==> config.mk <==
export PLATFORM = sky130hd
export DESIGN_NAME = poca_sequencer_v2
export DESIGN_NICKNAME = d
export VERILOG_FILES = /design/src/rtl/poca_sequencer_v2.sv
export SDC_FILE = /design/constraint.sdc
export NUM_CORES = 1
export LEC_CHECK = 0
export ABC_AREA = 1
export CAP_MARGIN = 30
export CORE_AREA = 4 4 556 558
export DETAILED_ROUTE_END_ITERATION = 10
export DIE_AREA = 0 0 560 562
export MAX_ROUTING_LAYER = met4
export PLACE_DENSITY = 0.3
export SYNTH_ARGS = -nofsm -noshare
export SYNTH_HDL_FRONTEND = slang
export SYNTH_SLANG_ARGS = --single-unit
==> constraint.sdc <==
create_clock -name clk -period 2.65 [get_ports clk]
set_input_delay 0.265 -clock clk [delete_from_list [all_inputs] [get_ports clk]]
set_output_delay 0.265 -clock clk [all_outputs]
set_load 0.01 [all_outputs]
==> src/rtl/poca_sequencer_v2.sv <==
// PoCA session sequencer: steps TRNG -> public key -> sign -> hash engines,
// optionally waits for the HSM key and runs the shared-secret engine, with a
// per-stage timeout that parks the FSM in ERROR until go drops.
module poca_sequencer_v2 #(
   parameter int MULT_SIZE  = 283,
   parameter int HASH_SIZE  = 256,
   parameter int SEED_SIZE  = 128,
   parameter int CYCLE_SIZE = 32,
   parameter int TIMEOUT_W  = 16,
   parameter int CNT_W      = 16
) (
   input  logic                           clk,
   input  logic                           rst,
   input  logic                           go,
   input  logic                           mode,
   input  logic [SEED_SIZE-1:0]           seed,
   input  logic [CYCLE_SIZE-1:0]          cycle,
   input  logic [TIMEOUT_W-1:0]           timeout_limit,
   output logic [SEED_SIZE-1:0]           seed_q,
   output logic [CYCLE_SIZE-1:0]          cycle_q,
   output logic                           trng_start,
   output logic                           pk_start,
   output logic                           sign_start,
   output logic                           hash_start,
   output logic                           ss_start,
   input  logic                           trng_done,
   input  logic                           pk_done,
   input  logic                           sign_done,
   input  logic                           hash_done,
   input  logic                           ss_done,
   input  logic [MULT_SIZE-1:0]           public_key_in,
   input  logic [HASH_SIZE-1:0]           hash_in,
   input  logic                           public_key_hsm_received,
   output logic [MULT_SIZE+HASH_SIZE-1:0] response,
   output logic                           response_ready,
   output logic                           secret_key_ready,
   output logic                           busy,
   output logic                           error,
   output logic [2:0]                     err_code,
   output logic [CNT_W-1:0]               session_count
);
   typedef enum logic [3:0] {
      IDLE = 4'd0, TRNG = 4'd1, PUBKEY = 4'd2, SIGN = 4'd3, HASH = 4'd4,
      WAIT_HSM = 4'd5, SECRET = 4'd6, DONE = 4'd7, ERROR = 4'd8
   } state_t;

   state_t                 state, state_n;
   logic                   first;     // first cycle after a state change
   logic                   mode_q;
   logic [TIMEOUT_W-1:0]   tcnt, tcnt_inc;
   logic                   timed, advance, expired, entering;
   logic [2:0]             state_id;

   assign state_id = state[2:0];
   assign tcnt_inc = tcnt + 1'b1;
   assign entering = (state_n != state);

   // Next state, start pulses and busy; a done/HSM event beats a same-cycle timeout
   always_comb begin
      state_n    = state;
      advance    = 1'b0;
      timed      = 1'b0;
      trng_start = 1'b0;
      pk_start   = 1'b0;
      sign_start = 1'b0;
      hash_start = 1'b0;
      ss_start   = 1'b0;
      busy       = 1'b1;
      case (state)
         IDLE: begin
            busy = 1'b0;
            if (go) state_n = TRNG;
         end
         TRNG: begin
            timed = 1'b1; trng_start = first; advance = trng_done & ~first;
            if (advance) state_n = PUBKEY;
         end
         PUBKEY: begin
            timed = 1'b1; pk_start = first; advance = pk_done & ~first;
            if (advance) state_n = SIGN;
         end
         SIGN: begin
            timed = 1'b1; sign_start = first; advance = sign_done & ~first;
            if (advance) state_n = HASH;
         end
         HASH: begin
            timed = 1'b1; hash_start = first; advance = hash_done & ~first;
            if (advance) state_n = mode_q ? WAIT_HSM : DONE;
         end
         WAIT_HSM: begin
            timed = 1'b1; advance = public_key_hsm_received;
            if (advance) state_n = SECRET;
         end
         SECRET: begin
            timed = 1'b1; ss_start = first; advance = ss_done & ~first;
            if (advance) state_n = DONE;
         end
         DONE, ERROR: begin
            busy = 1'b0;
            if (!go) state_n = IDLE;
         end
         default: state_n = IDLE;
      endcase
      // tcnt counts cycles already spent here, so tcnt+1 is the current cycle's ordinal
      expired = timed && (timeout_limit != '0) && (tcnt_inc == timeout_limit);
      if (expired && !advance) state_n = ERROR;
   end

   // State register, entry flag and per-stage timeout counter
   always_ff @(posedge clk or negedge rst) begin
      if (!rst) begin
         state <= IDLE;
         first <= 1'b0;
         tcnt  <= '0;
      end else begin
         state <= state_n;
         first <= entering;
         if (entering)   tcnt <= '0;
         else if (timed) tcnt <= tcnt_inc;
      end
   end

   // Session data capture and sticky status flags
   always_ff @(posedge clk or negedge rst) begin
      if (!rst) begin
         seed_q           <= '0;
         cycle_q          <= '0;
         mode_q           <= 1'b0;
         response         <= '0;
         response_ready   <= 1'b0;
         secret_key_ready <= 1'b0;
         error            <= 1'b0;
         err_code         <= '0;
         session_count    <= '0;
      end else begin
         if (state == IDLE && go) begin
            seed_q  <= seed;
            cycle_q <= cycle;
            mode_q  <= mode;
         end
         if (state == HASH && advance) begin
            response       <= {public_key_in, hash_in};
            response_ready <= 1'b1;
         end
         if (state == SECRET && advance) secret_key_ready <= 1'b1;
         if (entering && state_n == DONE) session_count <= session_count + 1'b1;
         if (entering && state_n == ERROR) begin
            error    <= 1'b1;
            err_code <= state_id;
         end
         // response itself stays visible after the session closes
         if (entering && state_n == IDLE) begin
            response_ready   <= 1'b0;
            secret_key_ready <= 1'b0;
            error            <= 1'b0;
            err_code         <= '0;
         end
      end
   end
endmodule

### After elaboration in Yosys (flattened, before gate mapping)

Cells that the tools add are included.

* bits in registers: 743
* input bits: 725
* logic and storage cells: 81

* $add $sub $neg: 2
* equal/unequal tests: 12
* multiplexer cells: 29
* bitwise logic cells: 6
* reductions and logical operators: 20

Operators with widths (count)
* $mux 4: 9
* $add 16x1->16 const B: 2
* $mux 16: 2
* $pmux 4 s8: 1
* $eq 4x3->1 const B: 5
* $eq 16x16->1: 1
* $reduce_bool 16->1: 1
* $mux 1: 13
* $logic_and 1x1->1: 9
* $eq 4x2->1 const B: 2
* $eq 4x4->1 const B: 2
* $logic_not 4->1: 2
* $reduce_bool 2->1: 4
* $mux 3: 2
* $pmux 1 s6: 1
* $reduce_or 6->1: 1
* $and 1x1->1: 5
* $eq 4x1->1 const B: 1
* $ne 4x4->1: 1
* $reduce_or 3->1: 1
* $mux 2: 1
* $reduce_or 2->1: 1
* $logic_not 1->1: 1
* $not 1->1: 1

### Depth between registers and ports, before layout

* word-level depth: 11
* depth in mapped cells: 20
* mapped depth without buffers: 19

### Worst setup path after synthesis

OpenSTA, ideal clock, no wires.

* path type: reg2reg
* start: reg tcnt[0]
* end: reg session_count[9]
* data arrival time: 2.113 ns
* required time: 2.535 ns
* path slack: 0.421 ns
* cell stages (with the launch flop): 17
* buffers on the path: 1
* clock period less this slack: 2.229 ns
* cell sequence: dfrtp_1 ha_1 xnor2_1 nand2_1 nor2_1 nand3_1 nor2_1 nand2_1 nor2_2 nand3_4 nand3_1 nand2_4 nand2_8 nand2_8 buf_12 nand2_2 nand2_2

* cells in the longest elaborated chain, start to end: 7

Ends and longest elaborated chain
* start, declared: line 50 `logic [TIMEOUT_W-1:0] tcnt, tcnt_inc;`
* start signal, assigned: line 119 `else if (timed) tcnt <= tcnt_inc;`
* $add 16x1->16 (*): line 55 `assign tcnt_inc = tcnt + 1'b1;`
* $eq 16x16->1 (*): line 105 `expired = timed && (timeout_limit != '0) && (tcnt_inc == timeout_limit);`
* $logic_and 1x1->1 (*): line 105
* $logic_and 1x1->1 (*): line 106 `if (expired && !advance) state_n = ERROR;`
* $mux 4 (*): line 106
* $ne 4x4->1 or $eq 4x3->1 (tied branches): line 56, 146
* $logic_and 1x1->1 (*): line 146 `if (entering && state_n == DONE) session_count <= session_count + 1'b1;`
* end signal, assigned: line 146
* end, declared: line 40 `output logic [CNT_W-1:0] session_count`

Every way passes the cells marked *; elsewhere a longest branch is shown, timed or not.
A chain may end at the register's enable or synchronous reset.

### Final worst setup path

* start: reg state[2]
* end: out sign_start

* cells in the longest elaborated chain, start to end: 2

Ends and longest elaborated chain
* start, declared: line 47 `state_t state, state_n;`
* start signal, assigned: line 116 `state <= state_n;`
* $eq 4x2->1: line 69 `case (state)`
* $mux 1: line 69
* end, declared: line 23 `output logic sign_start,`

No other way between the ends.

==> flow_metrics.tcl <==
set metrics [dict create \
    status "complete, but fails checks" \
    violations "design-rule violations" \
    place.port_buffers 1451 \
    fin_nets 4753 \
    syn_area_per_cell_um2 14.7 \
    crit_path_end "sign_start" \
    worst_path_largest_cell_delay_ps 440 \
    ys_seq_area_share_pct 63.6 \
    reg2regPathDepth 17 \
    crit_chain "nor2_2 > buf_4 > inv_1 > nor2_1 > inv_1 > nor2_1 > clkdlybuf4s15_2" \
    cp.arrival_ps 2260 \
    ys_types 40 \
    grt-ovfl-total 0 \
    drv_cap 0 \
    crit_family "buffers and inverters" \
    finClkSkew_ps 40.2 \
    setup_viol 0 \
    area_delta_synth_final_pct 97.9 \
    path_max_fanout 6 \
    tritoncts "done" \
    grt_start_max_net_pins 79 \
    r2r_end "err_code[1]$_DFFE_PN0P_" \
    grtUsageTotal_pct 12.5 \
    synth_area_um2 29200 \
    synth_top_area_share_pct 63.6 \
    place_congestion 0.803 \
    rows 203 \
    power_density_nw_per_um2 1070 \
    synth_edf_count 0 \
    grt_pass1_vias 27400 \
    start_util_pct 9.60 \
    cts_buffers 109 \
    synth_fp_nets 2717 \
    cts-root-buf "clkbuf_16" \
    worst_slew_pin_slew_ps 709 \
    slew_headroom_pct 52.7 \
    critPathLaunch "state[2]$_DFF_PN0_" \
    antenna_found_initial 99 \
    synthFlopType "dfrtp_1" \
    finalHoldViolations 0 \
    rrSetupSlack_ps 190 \
    tns_ps 0 \
    drtPass1Iterations 9 \
    critPathKind "register to output port" \
    routed_wl_mm 199 \
    cp.depth 7 \
    final.setup.worst_slack_ps 122 \
    finalCriticalPeriod_ps 2530 \
    synth.area.top_cells "dfrtp_1 (64%), mux2_2 (27%), nand2_1 (1.9%)" \
    die_area_um2 315000 \
    clockBufferDepth 4 \
    clock_latency_ps 830 \
    r2r-start "tcnt[0]$_DFFE_PN0P_" \
    finalCritPeriodShare_pct 95.4 \
    async_reset_ff_share_pct 100 \
    crit_required_ps 2380 \
    max_freq_ghz 0.396 \
    hp-class "input pin to register" \
    post-dp-hpwl_mm 165 \
    wl_per_cell_um 24.3 \
    power_w 0.0619 \
    drc 8 \
    avgViaCountPerCell 3.03 \
    cpMaxStageDelayCell "dfrtp_1" \
    postRouteAntennaNets 0 \
    synth_top_cell_by_area "dfrtp_1" \
    ir_drop_uv 536 \
    drive_gt1_share_pct 25.0 \
    ys_seq_elements 743 \
    worstSetupStartpointType "register" \
    io-pin-count 1452 \
    die_x_um 560 \
    grt_pass1_wl_mm 262 \
    slew_viol_final 0 \
    cts.sinks 743 \
    h-tree-depth 3 \
    worst_setup_path_end_kind "output port" \
    synthCells 1990 \
    drtIter0Drc 814 \
    dp_slack_ps -53.3 \
    clk_pin_slew_worst_paths_ps 60 \
    crit_buf_inv 4 \
    grt_setup_unrepaired "true" \
    dr_total_vias 24800 \
    ys_warn_count 0 \
    core_area_um2 305000 \
    p_leak_nw 23.7 \
    die_h_um 562 \
]
layer usage:
metal	wire length [µm]	GRT usage (%)
met1	73600	13.0
met2	97600	21.2
met3	24300	6.70
met4	3120	2.17
met5	0	-
flip-flops by register name, indices dropped and copies added (netlist names):
signal / cells
error: 1
response: 539
seed_q: 128
first: 1
response_ready: 1
secret_key_ready: 1
err_code: 3
mode_q: 1
cycle_q: 32
tcnt: 16
session_count: 16
state: 4
worst min-delay path by stage:
| stage | startpoint | slack (ps) | end | depth (start not counted) |
|---|---|---|---|---|
| after global routing | hash_in[121] | 30 | response[121]$_DFFE_PN0P_ | 2 |
| after CTS | hash_in[19] | 0.03 | response[19]$_DFFE_PN0P_ | 2 |
| after floorplan | rst | -30 | cycle_q[0]$_DFFE_PN0P_ | 0 |
| after detailed placement | error$_DFFE_PN0P_ | 480 | error$_DFFE_PN0P_ | 2 |
| final | public_key_in[51] | 90 | response[307]$_DFFE_PN0P_ | 2 |
| after global placement | response[485]$_DFFE_PN0P_ | 490 | response[485]$_DFFE_PN0P_ | 1 |
cell usage after synthesis (8+ instances only):
cell type  instances
buf_2             60
clkbuf_1          18
dfrtp_1          743
inv_1             61
mux2_2           700
nand2_1          147
nand2_2           26
nand3_1           64
nand4_1           11
nor2_1            52
nor2_2             8
nor3_1            11
o21ai_0           15
xor2_1            14
what timing repair did:
action,CTS,global route
hold buffers,480,0
pin swaps,0,4
gates resized for setup,13,8
setup endpoints to repair,5,39
endpoints found under the hold margin,1064,0
buffers inserted,0,3
per-stage QoR:
step | area [µm²] | instances | utilization, % | hold slack, ps
after detailed placement | 49100 | 7429 | 16.1 | 478
after floorplan | 29200 | 1990 | - | -30.6
after CTS | 57600 | 8108 | 18.9 | 0.0290
after global placement | 49100 | 7429 | 16.1 | 487
final | 57900 | 8191 | 19.0 | 91.1
after global routing | 57900 | 8181 | 19.0 | 32.6
placed cells by master, fill, tap and decap left out, types with 14 or more instances in the layout:
master           instances
nand2_1                145
clkbuf_8                29
dfrtp_1                743
nand3_1                 62
clkbuf_16              110
xor2_1                  14
clkbuf_1                31
mux2_2                 700
inv_1                   59
buf_4                   73
nor2_1                  52
o21ai_0                 15
clkdlybuf4s50_1       1433
dlygate4sd3_1          480
nand2_2                 27
diode_2                 80
buf_12                  18
where the power goes:
part	internal [W]	switching (W)
clock	0.00931	0.00602
combinational	0.0145	0.0126
sequential	0.0164	0.00315
cell type report:
class / count / area (µm²)
Inverter: 65 / 244
Clock buffer: 170 / 3270
Timing Repair Buffer: 2010 / 20100
Fill cell: 33200 / 247000
Antenna cell: 80 / 200
Clock inverter: 29 / 420
Sequential cell: 743 / 18600
Multi-Input combinational cell: 1097 / 10000
Tap cell: 3997 / 5000
logic make-up after synthesis:
kind of cell             share of synthesized area (%)
flip-flops                                        63.6
AND/OR/NAND/NOR                                   5.71
AO/OA/AOI/OAI                                    0.650
buffers and inverters                             2.30
multiplexers                                      27.0
adder cells (fa/ha/maj)                         0.0855
XOR/XNOR                                         0.732
No activity file was read; power rests on OpenSTA's default activity.
